$ cat src/rtl/keypad_entry.sv
// keypad_entry
//   Turns the raw keypad decoder output into debounced key presses and
//   assembles DIGITS decimal digits into a code word for the lock stage.
//   Each accepted press gives one key_strobe. A completed code gives one
//   code_valid pulse. A partial entry is dropped by the idle timer (with a
//   timeout pulse) or by clear.
//
// Ports
//   clk          in   system clock, all state on the rising edge
//   reset        in   synchronous, active-high
//   valid        in   decoder: some key is down
//   number       in   decoder: key value, 0-9 meaningful
//   clear        in   abandon the partial entry on the next edge
//   key_strobe   out  one-cycle pulse per accepted press
//   key_digit    out  value of the last accepted press, held between strobes
//   digit_count  out  digits collected in the current entry
//   code         out  last completed code, first digit in the top nibble
//   code_valid   out  one-cycle pulse when code updates
//   timeout      out  one-cycle pulse when the idle timer drops an entry
module keypad_entry #(
  parameter int DIGITS   = 4,
  parameter int DEBOUNCE = 4,
  parameter int TIMEOUT  = 1000
) (
  input  logic                         clk,
  input  logic                         reset,
  input  logic                         valid,
  input  logic [3:0]                   number,
  input  logic                         clear,
  output logic                         key_strobe,
  output logic [3:0]                   key_digit,
  output logic [$clog2(DIGITS+1)-1:0]  digit_count,
  output logic [4*DIGITS-1:0]          code,
  output logic                         code_valid,
  output logic                         timeout
);

  localparam int CW    = $clog2(DIGITS + 1);
  localparam int CNT_W = $clog2(DEBOUNCE + 1);
  localparam int TMR_W = $clog2(TIMEOUT);

  localparam logic [CW-1:0]    DC_LAST  = CW'(DIGITS - 1);
  localparam logic [CW-1:0]    DC_FULL  = CW'(DIGITS);
  localparam logic [CNT_W-1:0] CNT_ONE  = CNT_W'(1);
  localparam logic [CNT_W-1:0] CNT_LAST = CNT_W'(DEBOUNCE - 1);
  localparam logic [TMR_W-1:0] TMR_LAST = TMR_W'(TIMEOUT - 1);

  typedef enum logic [1:0] {
    S_UP,
    S_PRESS_WAIT,
    S_DOWN,
    S_RELEASE_WAIT
  } state_t;

  state_t             r_state;
  logic [CNT_W-1:0]   r_cnt;
  logic [3:0]         r_latch;
  logic [4*DIGITS-1:0] r_entry;
  logic [TMR_W-1:0]   r_timer;

  state_t             w_state_nx;
  logic [CNT_W-1:0]   w_cnt_nx;
  logic [3:0]         w_latch_nx;
  logic               w_accept;
  logic               w_cand_vld;
  logic [4*DIGITS+3:0] w_wide;
  logic [4*DIGITS-1:0] w_shift;

  // A ghosted multi-key code (number > 9) is treated exactly like no key.
  assign w_cand_vld = valid && (number <= 4'd9);

  // Shift the new digit in at the bottom; written via a wide concatenation
  // so that DIGITS == 1 needs no special case.
  assign w_wide  = {r_entry, r_latch};
  assign w_shift = w_wide[4*DIGITS-1:0];

  // Debounce FSM: state register
  always_ff @(posedge clk) begin
    if (reset) begin
      r_state <= S_UP;
      r_cnt   <= '0;
      r_latch <= '0;
    end else begin
      r_state <= w_state_nx;
      r_cnt   <= w_cnt_nx;
      r_latch <= w_latch_nx;
    end
  end

  // Debounce FSM: next state. r_cnt holds the number of matching samples
  // seen so far, so the DEBOUNCE-th match is the one that sees CNT_LAST.
  always_comb begin
    w_state_nx = r_state;
    w_cnt_nx   = r_cnt;
    w_latch_nx = r_latch;
    w_accept   = 1'b0;
    case (r_state)
      S_UP: begin
        if (w_cand_vld) begin
          w_state_nx = S_PRESS_WAIT;
          w_latch_nx = number;
          w_cnt_nx   = CNT_ONE;
        end
      end
      S_PRESS_WAIT: begin
        if (!w_cand_vld) begin
          w_state_nx = S_UP;
        end else if (number == r_latch) begin
          if (r_cnt == CNT_LAST) begin
            w_state_nx = S_DOWN;
            w_accept   = 1'b1;
          end else begin
            w_cnt_nx = r_cnt + 1'b1;
          end
        end else begin
          // A different digit restarts the count on the new value.
          w_latch_nx = number;
          w_cnt_nx   = CNT_ONE;
        end
      end
      S_DOWN: begin
        if (!w_cand_vld) begin
          w_state_nx = S_RELEASE_WAIT;
          w_cnt_nx   = CNT_ONE;
        end
      end
      S_RELEASE_WAIT: begin
        // Any key during the release window is a bounce of the held key.
        if (w_cand_vld) begin
          w_state_nx = S_DOWN;
        end else if (r_cnt == CNT_LAST) begin
          w_state_nx = S_UP;
        end else begin
          w_cnt_nx = r_cnt + 1'b1;
        end
      end
      default: begin
        w_state_nx = S_UP;
      end
    endcase
  end

  // Entry assembly, idle timer and output pulses
  always_ff @(posedge clk) begin
    if (reset) begin
      key_strobe  <= 1'b0;
      key_digit   <= '0;
      digit_count <= '0;
      code        <= '0;
      code_valid  <= 1'b0;
      timeout     <= 1'b0;
      r_entry     <= '0;
      r_timer     <= '0;
    end else begin
      key_strobe <= w_accept;
      code_valid <= 1'b0;
      timeout    <= 1'b0;
      if (w_accept) begin
        key_digit <= r_latch;
      end

      // clear outranks a new digit; a new digit outranks timer expiry.
      if (clear) begin
        r_entry     <= '0;
        digit_count <= '0;
        r_timer     <= '0;
      end else if (w_accept) begin
        r_entry     <= w_shift;
        digit_count <= digit_count + 1'b1;
        r_timer     <= '0;
        if (digit_count == DC_LAST) begin
          code       <= w_shift;
          code_valid <= 1'b1;
        end
      end else if (digit_count == DC_FULL) begin
        // Completed entry is shown for one cycle, then restarts.
        r_entry     <= '0;
        digit_count <= '0;
        r_timer     <= '0;
      end else if (digit_count != '0) begin
        if (r_timer == TMR_LAST) begin
          r_entry     <= '0;
          digit_count <= '0;
          r_timer     <= '0;
          timeout     <= 1'b1;
        end else begin
          r_timer <= r_timer + 1'b1;
        end
      end
    end
  end

endmodule

$ cat config.mk
export PLATFORM = sky130hd
export DESIGN_NAME = keypad_entry
export DESIGN_NICKNAME = d
export VERILOG_FILES = /design/src/rtl/keypad_entry.sv
export SDC_FILE = /design/constraint.sdc
export NUM_CORES = 1
export LEC_CHECK = 0
export BUFFER_PORTS_ARGS = -buffer_cell sky130_fd_sc_hd__buf_2
export CORE_ASPECT_RATIO = 0.5
export CORE_MARGIN = 4
export CORE_UTILIZATION = 47
export DETAILED_ROUTE_END_ITERATION = 8
export GPL_TIMING_DRIVEN = 0
export PLACE_DENSITY = 0.75
export SLEW_MARGIN = 20
export SYNTH_ARGS = -nofsm -noshare
export SYNTH_HDL_FRONTEND = slang
export SYNTH_SLANG_ARGS = --single-unit
$ cat constraint.sdc
create_clock -name clk -period 5.3 [get_ports clk]
set_input_delay 1.06 -clock clk [delete_from_list [all_inputs] [get_ports clk]]
set_output_delay 1.06 -clock clk [all_outputs]
set_load 0.1 [all_outputs]
Word level (Yosys, flattened, before mapping)
Cells that the tools add are included.
{"block": "op_classes", "addsub": 3, "order_cmp": 1, "eq_ne": 16, "muxes": 34, "bitwise_logic": 3, "n_reduce_logical": 15}
{"cell": "$mux 12", "n": 4}
{"cell": "$mux 3", "n": 10}
{"cell": "$mux 2", "n": 7}
{"cell": "$mux 4", "n": 3}
{"cell": "$pmux 3 s4", "n": 1}
{"cell": "$add 10x1->10 const B", "n": 1}
{"cell": "$eq 10x10->1 const B", "n": 1}
{"cell": "$mux 10", "n": 1}
{"cell": "$ne 2x2->1 const B", "n": 5}
{"cell": "$ne 3x3->1 const B", "n": 3}
{"cell": "$reduce_bool 3->1", "n": 3}
{"cell": "$pmux 2 s4", "n": 1}
{"cell": "$pmux 4 s2", "n": 1}
{"cell": "$reduce_and 4->1", "n": 2}
{"cell": "$add 3x1->3 const B", "n": 2}
{"cell": "$eq 3x2->1 const B", "n": 2}
{"cell": "$mux 1", "n": 6}
{"cell": "$reduce_and 5->1", "n": 1}
{"cell": "$reduce_or 5->1", "n": 1}
{"cell": "$eq 2x2->1 const B", "n": 2}
{"cell": "$eq 4x4->1", "n": 1}
{"cell": "$le 4x4->1 const B", "n": 1}
{"cell": "$reduce_or 4->1", "n": 1}
{"cell": "$eq 3x3->1 const B", "n": 1}
{"cell": "9 further kinds", "n": 11}
{"block": "totals", "ff_bits": 57, "inputBits": 8, "out_inout_bits": 26, "wordCells": 83}

Depth between registers and ports, before layout
Gate-level depths: netlist (run 1).
{"block": "logic_depth", "word_depth": 7, "ltp_mapped": 7, "depth_no_buf": 6}

Worst setup path before layout (run 1)
OpenSTA, ideal clock, no wires.
{"block": "synth_path", "path_type": "reg2reg", "start": "register digit_count[0]", "end": "register r_timer[7]", "setup_time_ns": 0.122, "arrival_ns": 2.294, "t_required_ns": 5.178, "slack_ns": 2.885, "path_stages_with_launch": 8, "n_path_buf": 1, "period_less_slack_ns": 2.415, "path_cell_list": "dfxtp_1 > inv_1 > ha_1 > nor2b_1 > clkbuf_1 > o31a_1 > a221oi_1 > nor2_1"}
{"block": "synth_between", "elab_chain_len": 2, "elab_cells_between_ends": 3, "cone_classes": "eq/ne: 1; reduce/logical: 2"}
{"element": "from (decl)", "line": "32", "text": "output logic [$clog2(DIGITS+1)-1:0] digit_count,"}
{"element": "from (signal assigned)", "line": "169", "text": "digit_count <= digit_count + 1'b1;"}
{"element": "$eq 3x3->1", "line": "175", "text": "end else if (digit_count == DC_FULL) begin"}
{"element": "$reduce_or 4->1 (no line)"}
{"element": "to (signal assigned)", "line": "187", "text": "r_timer <= r_timer + 1'b1;"}
{"element": "to (decl)", "line": "59", "text": "logic [TMR_W-1:0] r_timer;"}
Parallel ways exist; a longest one is shown, timed or not.
A chain may end at the register's enable or synchronous reset.

Final worst setup path (run 1)
{"block": "layout_path", "start": "register digit_count[2]", "end": "output digit_count[2]"}
No word-level cell between the ends.

==> results of run 1 <==
## logic make-up after synthesis
| group | count (synthesis) |
|---|---|
| adder cells (fa/ha/maj) | 5 |
| AND/OR/NAND/NOR | 99 |
| flip-flops | 57 |
| AO/OA/AOI/OAI | 37 |
| buffers and inverters | 21 |
| multiplexers | 25 |
| XOR/XNOR | 12 |
## per-stage QoR
stage           util  worst slack [ns]  cell area (um2)
3_5_place_dp   0.556              2.70             2870
3_3_place_gp   0.556              2.74             2870
5_1_grt        0.600              2.90             3100
4_1_cts        0.600              3.01             3100
6_report       0.600              3.02             3100
2_1_floorplan      -              2.88             2620
## metal layers
layer | part of all wire | vias up | global-route usage | wire [um]
li1 | - | 1011 | - | -
met1 | 0.47 | 981 | 0.221 | 2690
met2 | 0.47 | 49 | 0.303 | 2670
met3 | 0.047 | 9 | 0.0757 | 268
met4 | 0.010 | 0 | 0.0548 | 59
met5 | 0 | - | 0 | 0
## flip-flops by register name, indices dropped and copies added (netlist names), 3 cells and up, named ones only
name	count
code	16
digit_count	3
key_digit	4
r_cnt	3
r_entry	12
r_latch	4
r_timer	10
## synthesized netlist by cell type (all sizes together), types with 2 or more instances
master,instances,area [um2]
a211oi,2,15.0
a21oi,5,28.8
a32o,14,140
and4,2,17.5
buf,8,67.6
clkbuf,7,26.3
dfxtp,57,1140
ha,5,62.6
inv,6,22.5
mux2i,25,250
nand2,7,26.3
nand2b,43,277
nand3,7,35.0
nand3b,2,18.8
nand4,6,58.8
nand4b,2,17.5
nor2,6,22.5
nor2b,2,12.5
nor3,10,50.1
nor4,3,33.8
nor4b,2,17.5
o211ai,2,15.0
o21ai,6,33.8
o31a,2,17.5
or2,2,12.5
xnor2,9,78.8
xor2,3,26.3
## final timing paths
check,from,end,slack [ns],cells after the start
setup / recovery,digit_count[2],digit_count[2],3.02,1
hold reg to reg,code[9],code[9],0.47,2
setup reg to reg,r_timer[0],r_entry[2],3.23,5
hold / removal,code[9],code[9],0.47,2
## cell usage in the layout (no fill, tap or decap), types with 2 or more instances in the layout
cell type / instances
dfxtp_1: 57
nand2b_1: 42
buf_2: 35
mux2i_1: 25
a32o_1: 14
clkbuf_8: 12
nor3_1: 10
xnor2_1: 9
clkbuf_1: 8
nand3_1: 7
nand2_1: 7
nor2_1: 6
inv_1: 5
o21ai_0: 5
ha_1: 5
buf_6: 4
a21oi_1: 4
nand4_1: 4
xor2_1: 3
o31a_1: 2
and4_1: 2
nand4b_1: 2
nor2b_1: 2
nor4_1: 2
nor4b_1: 2
o211ai_1: 2
a211oi_1: 2
bufinv_16: 2
## power by group
part           leakage, nW  switching, W  internal (W)
Clock                0.116      0.000160      0.000301
Sequential           0.460    0.00000347      0.000432
Combinational        0.687     0.0000255     0.0000184
Total                 1.26      0.000189      0.000751
## cell type report
cell class                      instances  share of cell area
Buffer                                 15              0.0303
Clock buffer                           13              0.0546
Clock inverter                          2              0.0194
Inverter                                6             0.00728
Multi-Input combinational cell        178               0.440
Sequential cell                        57               0.369
Tap cell                               70              0.0283
Timing Repair Buffer                   32              0.0517
==> impl_metrics.yaml, run 1 <==
run_status:
  outcome: "completed"
sta:
  hold_violations: 0
  fin_crit_ns: 2.28
  slew_viol_final: 0
  tns_ns: 0
  holdWs_ns: 0.469
  post-route-period-util: 0.430
  setup_viol: 0
  skew_ns: 0.00760
  fmax_mhz: 439
  grt_setup_unrepaired: "no"
  slew_headroom: 0.600
  max_slew.worst_pin.slew_ns: 0.595
cells_and_area:
  fin_nets: 312
  multi_input_area_um2: 1360
  final_cells: 373
  n_fill_cell: 417
  drive_gt1_frac: 0.215
  seqCellArea_um2: 1140
  diodes: 0
  syn_to_final_growth_pct: 18.2
worst_setup_path:
  cpLargestDelayFamily: "buffers and inverters"
  cp.arrival_ns: 1.22
  endpoint_kind: "output pin"
  cp.buffers_inverters: 1
  worstPathMaxFanout: 6
  path_class: "register to output pin"
  cp.required_ns: 4.24
  slowest_delay_ns: 0.47
  cp-start-kind: "register"
  cp_slowest_cell: "buf_2"
  worstPathCellList: "buf_2"
clock_network:
  cts_tree: "yes"
  insertion_delay_ns: 0.33
  cts_buffers: 9
  cts_setup_buffers: 0
  cts_num_sinks: 57
  cts-root-buf: "clkbuf_8"
  clk_path_buf_depth: 2
  htree_levels: 3
  hold_buffers: 0
  clk_pin_slew_ns: 0.06
  cts_resized: 0
logic_synthesis:
  ys_seq_area_frac: 0.436
  avgSynthCellArea_um2: 10.2
  synth-edff-count: 0
  synth-xor-area-share: 0.0401
  synth-main-ff-cell: "dfxtp_1"
  synth_area_um2: 2620
  synth_top_family_by_area: "simple AND/OR/NAND/NOR gates"
  synth_compound_area_frac: 0.115
  synth_mux_area_frac: 0.0956
  synth_fa_ha_area_frac: 0.0239
  async_flop_share: 0
  yosysWarnings: 0
  syn-num-nets: 269
  synth_cell_type_count: 49
  synthCells: 256
  synthSimpleGateAreaFrac: 0.246
  synth-seq-cells: 57
floorplanning:
  coreArea_um2: 5160
  dieArea_um2: 6900
  ios: 34
  start_util: 0.508
  fp-row-count: 18
  dieHeight_um: 60.8
  fp.dieW_um: 114
placed_design:
  place_inst: 358
  io_buffers: 32
  place.gp.congestion: 0.816
  dp_hpwl_um: 4070
route:
  first_pass_iters: 5
  vias: 2050
  post_drt_wl_per_cell_um: 15.2
  drt_iter0_markers: 119
  wirelength_um: 5680
  drtAntennaViolNets: 0
  via_per_inst: 5.50
  drc: 0
global_route:
  gr-usage-all-layers: 0.182
  antenna_found_initial: 0
  overflow: 0
  grt_max_degree: 11
  grt_first_pass_wirelength_um: 9610
  first_global_vias: 1963
power:
  ir_drop_mv: 0.186
  leakage_nw: 1.26
  power_density_nw_per_um2: 304
  power_w: 0.000940
run:
  maxCapViolations: 0
min_path:
  min_path_type: "register to register"
Note: power is estimated with default switching activity, not from simulation.
==> run 2: changes to the inputs <==
--- a/config.mk
+++ b/config.mk
@@ -11,7 +11,7 @@
 export CORE_UTILIZATION = 47
 export DETAILED_ROUTE_END_ITERATION = 8
 export GPL_TIMING_DRIVEN = 0
-export PLACE_DENSITY = 0.75
+export PLACE_DENSITY = 0.78
 export SLEW_MARGIN = 20
 export SYNTH_ARGS = -nofsm -noshare
 export SYNTH_HDL_FRONTEND = slang
==> constraint.sdc (replaced) <==
create_clock -name clk -period 1.95 [get_ports clk]
set_input_delay 0.39 -clock clk [delete_from_list [all_inputs] [get_ports clk]]
set_output_delay 0.39 -clock clk [all_outputs]
set_load 0.1 [all_outputs]
==> impl_metrics.yaml, run 2 (synthesized netlist as in run 1, its figures left out) <==
run_status:
  outcome: "completed"
sta:
  tns_ns: 0
  skew_ns: 0.00958
  hold_violations: 0
  slew_headroom: 0.618
  fmax_mhz: 540
  slew_viol_final: 0
  post-route-period-util: 0.950
  fin_crit_ns: 1.85
  setup_viol: 0
  max_slew.worst_pin.slew_ns: 0.569
floorplanning:
  fp.dieW_um: 114
  coreArea_um2: 5160
  ios: 34
  start_util: 0.508
  dieHeight_um: 60.8
  fp-row-count: 18
  dieArea_um2: 6900
route:
  first_pass_iters: 5
  drt_iter0_markers: 60
  via_per_inst: 5.54
  drtAntennaViolNets: 0
  drc: 0
  post_drt_wl_per_cell_um: 15.5
  vias: 2083
  wirelength_um: 5840
placed_design:
  io_buffers: 32
  place_inst: 358
  place.gp.congestion: 0.813
  dp_hpwl_um: 4190
  placed_area_um2: 2880
cells_and_area:
  syn_to_final_growth_pct: 19.4
  regMostFlops: "code"
  final_area_um2: 3130
  largest_reg_flops: 16
  utilization: 0.607
  final_cells: 376
  final_common_cell: "dfxtp_1"
  top_regs: "code (16), r_entry (12), r_timer (10)"
  fin_nets: 314
  drive_gt1_frac: 0.248
  layout_common_cells: "dfxtp_1, nand2b_1, buf_2"
  diodes: 0
global_route:
  gr-usage-all-layers: 0.186
  antenna_found_initial: 0
  first_global_vias: 2084
  overflow: 0
  grt_max_degree: 11
  grt_first_pass_wirelength_um: 9910
clock_network:
  cts-root-buf: "clkbuf_8"
  insertion_delay_ns: 0.35
  clk_path_buf_depth: 2
  cts_num_sinks: 57
  cts_tree: "yes"
  cts_buffers: 9
  clk_pin_slew_ns: 0.07
  htree_levels: 3
worst_setup_path:
  cp-start-kind: "register"
  endpoint_kind: "register"
  cp.required_ns: 2.18
  worstPathMaxFanout: 10
  cp.arrival_ns: 2.08
  path_class: "register to register"
power:
  leakage_nw: 1.28
  power_density_nw_per_um2: 807
  ir_drop_mv: 0.518
min_path:
  min_path_type: "input pin to register"
run:
  maxCapViolations: 0
==> run 2: changes by cell type in the layout (fill, tap and decap cells not counted), moves of 2 or more <==
cell	delta
dfxtp_1	-3
buf_4	+2
clkbuf_1	-2
clkinv_2	+2
dfxtp_4	+2
==> run 2: path summary, 6_finish.rpt <==
check | endpoint | slack [ns] | startpoint | depth (start not counted)
min reg2reg | r_cnt[2] | 0.47 | r_cnt[2] | 1
max reg2reg | r_entry[9] | 0.1 | r_timer[0] | 5
max | r_entry[9] | 0.1 | r_timer[0] | 5
min | r_latch[0] | 0.35 | number[0] | 3
==> run 2: area by class of cell <==
type / count / area, um2
timing repair buffer: 34 / 175
clock buffer: 12 / 176
fill: 428 / 2030
multi-input combinational: 178 / 1380
sequential: 57 / 1150
clock inverter: 4 / 46.3
tap: 70 / 87.6
inverter: 6 / 22.5
buffer: 15 / 95.1
==> run 2: metal layers <==
metal	share of wire	routed length, um	global-route usage
met1	0.45	2620	0.219
met2	0.48	2800	0.313
met3	0.058	337	0.0568
met4	0.013	74	0.101
met5	0	0	0
==> run 2: where the power goes <==
part           internal, W  switching (W)  total (W)
Sequential         0.00117     0.00000879    0.00118
Clock             0.000733       0.000489    0.00122
Combinational    0.0000516      0.0000703   0.000122
Total              0.00196       0.000568    0.00252
==> run 2: through the flow <==
step | power [W] | setup slack [ns] | hold slack, ns
global placement | 0.00132 | -0.00958 | 0.455
floorplan | 0.00129 | 0.0702 | 0.445
global route | 0.00260 | -0.0189 | 0.344
finish | 0.00252 | 0.0973 | 0.351
CTS | 0.00253 | 0.0133 | 0.338
detailed placement | 0.00132 | -0.0851 | 0.465
==> run 2: what timing repair did <==
action                                  4_1_cts  5_1_grt
buffers inserted                              1        1
endpoints found under the setup margin        9       22
pin swaps                                     0        2
hold buffers                                  0        0
gates resized for setup                       1        3
==> run 2: critical path, stage by stage (launching register included) <==
cell	delay (ns)
dfxtp_1	0.45
ha_1	0.29
and4bb_2	0.30
nand4b_1	0.16
clkbuf_2	0.24
a32o_1	0.29
==> run 3: changes to the inputs <==
--- a/config.mk
+++ b/config.mk
@@ -8,11 +8,12 @@
 export BUFFER_PORTS_ARGS = -buffer_cell sky130_fd_sc_hd__buf_2
 export CORE_ASPECT_RATIO = 0.5
 export CORE_MARGIN = 4
-export CORE_UTILIZATION = 47
+export CORE_UTILIZATION = 40
 export DETAILED_ROUTE_END_ITERATION = 8
 export GPL_TIMING_DRIVEN = 0
-export PLACE_DENSITY = 0.78
+export PLACE_DENSITY = 0.69
 export SLEW_MARGIN = 20
 export SYNTH_ARGS = -nofsm -noshare
 export SYNTH_HDL_FRONTEND = slang
 export SYNTH_SLANG_ARGS = --single-unit
+export TNS_END_PERCENT = 20
==> impl_metrics.yaml, run 3 (synthesized netlist as in run 1, its figures left out) <==
sta:
  post-route-period-util: 0.957
  slew_headroom: 0.675
  setup_viol: 0
  max_slew.worst_pin.slew_ns: 0.484
  fin_crit_ns: 1.87
  slew_viol_final: 0
  grt_setup_unrepaired: "no"
  tns_ns: 0
  hold_violations: 0
  skew_ns: 0.00726
  fmax_mhz: 536
global_route:
  first_global_vias: 2097
  grt_first_pass_wirelength_um: 10300
  gr-usage-all-layers: 0.165
  grt_max_degree: 11
  antenna_found_initial: 0
  overflow: 0
route:
  post_drt_wl_per_cell_um: 15.2
  drtAntennaViolNets: 0
  via_per_inst: 5.28
  drt_iter0_markers: 85
  first_pass_iters: 4
  wirelength_um: 5990
  vias: 2076
  drc: 0
floorplanning:
  start_util: 0.422
  dieArea_um2: 7980
  coreArea_um2: 6210
  fp-row-count: 20
  ios: 34
  dieHeight_um: 65.2
  fp.dieW_um: 122
clock_network:
  hold_buffers: 0
  insertion_delay_ns: 0.33
  cts_buffers: 9
  htree_levels: 3
  cts-root-buf: "clkbuf_16"
  clk_path_buf_depth: 2
  cts_tree: "yes"
  clk_pin_slew_ns: 0.05
  cts_num_sinks: 57
cells_and_area:
  final_common_cell: "dfxtp_1"
  multi_input_area_um2: 1370
  regMostFlops: "code"
  fin_nets: 313
  seqCellArea_um2: 1150
  top_regs: "code (16), r_entry (12), r_timer (10)"
  syn_to_final_growth_pct: 22.5
  final_cells: 393
  layout_common_cells: "dfxtp_1, nand2b_1, buf_2"
  largest_reg_flops: 16
  n_fill_cell: 583
  diodes: 0
  drive_gt1_frac: 0.236
placed_design:
  place.gp.congestion: 0.819
  place_inst: 376
  dp_hpwl_um: 4220
  io_buffers: 32
power:
  ir_drop_mv: 0.394
  power.internal_w: 0.00219
  seqPwrFrac: 0.426
  netSwitchingFraction: 0.211
  power_density_nw_per_um2: 866
  leakage_nw: 1.30
  power_w: 0.00278
  p_sw_w: 0.000587
  clockPowerShare: 0.530
  combPwrFrac: 0.044
worst_setup_path:
  endpoint_kind: "register"
  cp-start-kind: "register"
  cp.required_ns: 2.16
  worstPathMaxFanout: 10
  cp.arrival_ns: 2.07
  path_class: "register to register"
run:
  maxCapViolations: 0
run_status:
  outcome: "completed"
min_path:
  min_path_type: "input pin to register"
[run 3: worst max-delay path, cell delays in order (launching register included)]
cell and delay (ns):
dfxtp_1 0.36, ha_1 0.22, nand2b_4 0.08, or2_1 0.22, buf_6 0.14, o31a_1 0.31, buf_6 0.17, a32o_1 0.24
[run 3: cell type report]
cell class                 count  share of cell area
multi-input combinational    178               0.428
sequential                    57               0.359
clock buffer                  14              0.0858
timing repair buffer          33              0.0523
tap                           88              0.0343
buffer                        15              0.0304
inverter                       6             0.00702
clock inverter                 2             0.00312
[run 3: metrics by stage]
step	setup slack, ns	cell area, um2	util	hold slack [ns]
CTS	0.0288	3190	0.515	0.355
detailed placement	-0.0641	2900	0.467	0.465
floorplan	0.0702	2630	-	0.445
global route	0.00994	3210	0.517	0.380
finish	0.0842	3210	0.517	0.357
global placement	-0.00483	2900	0.467	0.454
[run 3: final timing paths]
path | start | to | slack [ns] | cells past startpoint
min reg2reg | code[4] | code[4] | 0.47 | 2
max | r_cnt[0] | r_entry[7] | 0.08 | 7
max reg2reg | r_cnt[0] | r_entry[7] | 0.08 | 7
min | number[0] | r_latch[0] | 0.36 | 3
[run 3: routing by layer]
metal / up-vias / routed length (um) / global-route usage
li1: 1014 / - / -
met1: 1011 / 2810 / 0.201
met2: 43 / 2830 / 0.273
met3: 8 / 271 / 0.0662
met4: 0 / 82 / 0.0446
met5: - / 0 / 0
[run 3: what timing repair did]
item,4_1_cts,5_1_grt
endpoints found under the setup margin,9,25
endpoints found under the hold margin,0,0
gates resized for setup,2,3
pin swaps,0,2
setup buffers,1,0
[run 3: power by group through the flow]
stage          Clock (W)  Sequential, W  Combinational (W)
2_1_floorplan          0        0.00120          0.0000860
3_3_place_gp           0        0.00120           0.000115
3_5_place_dp           0        0.00120           0.000120
4_1_cts          0.00149        0.00118           0.000121
5_1_grt          0.00155        0.00118           0.000135
6_report         0.00147        0.00118           0.000122
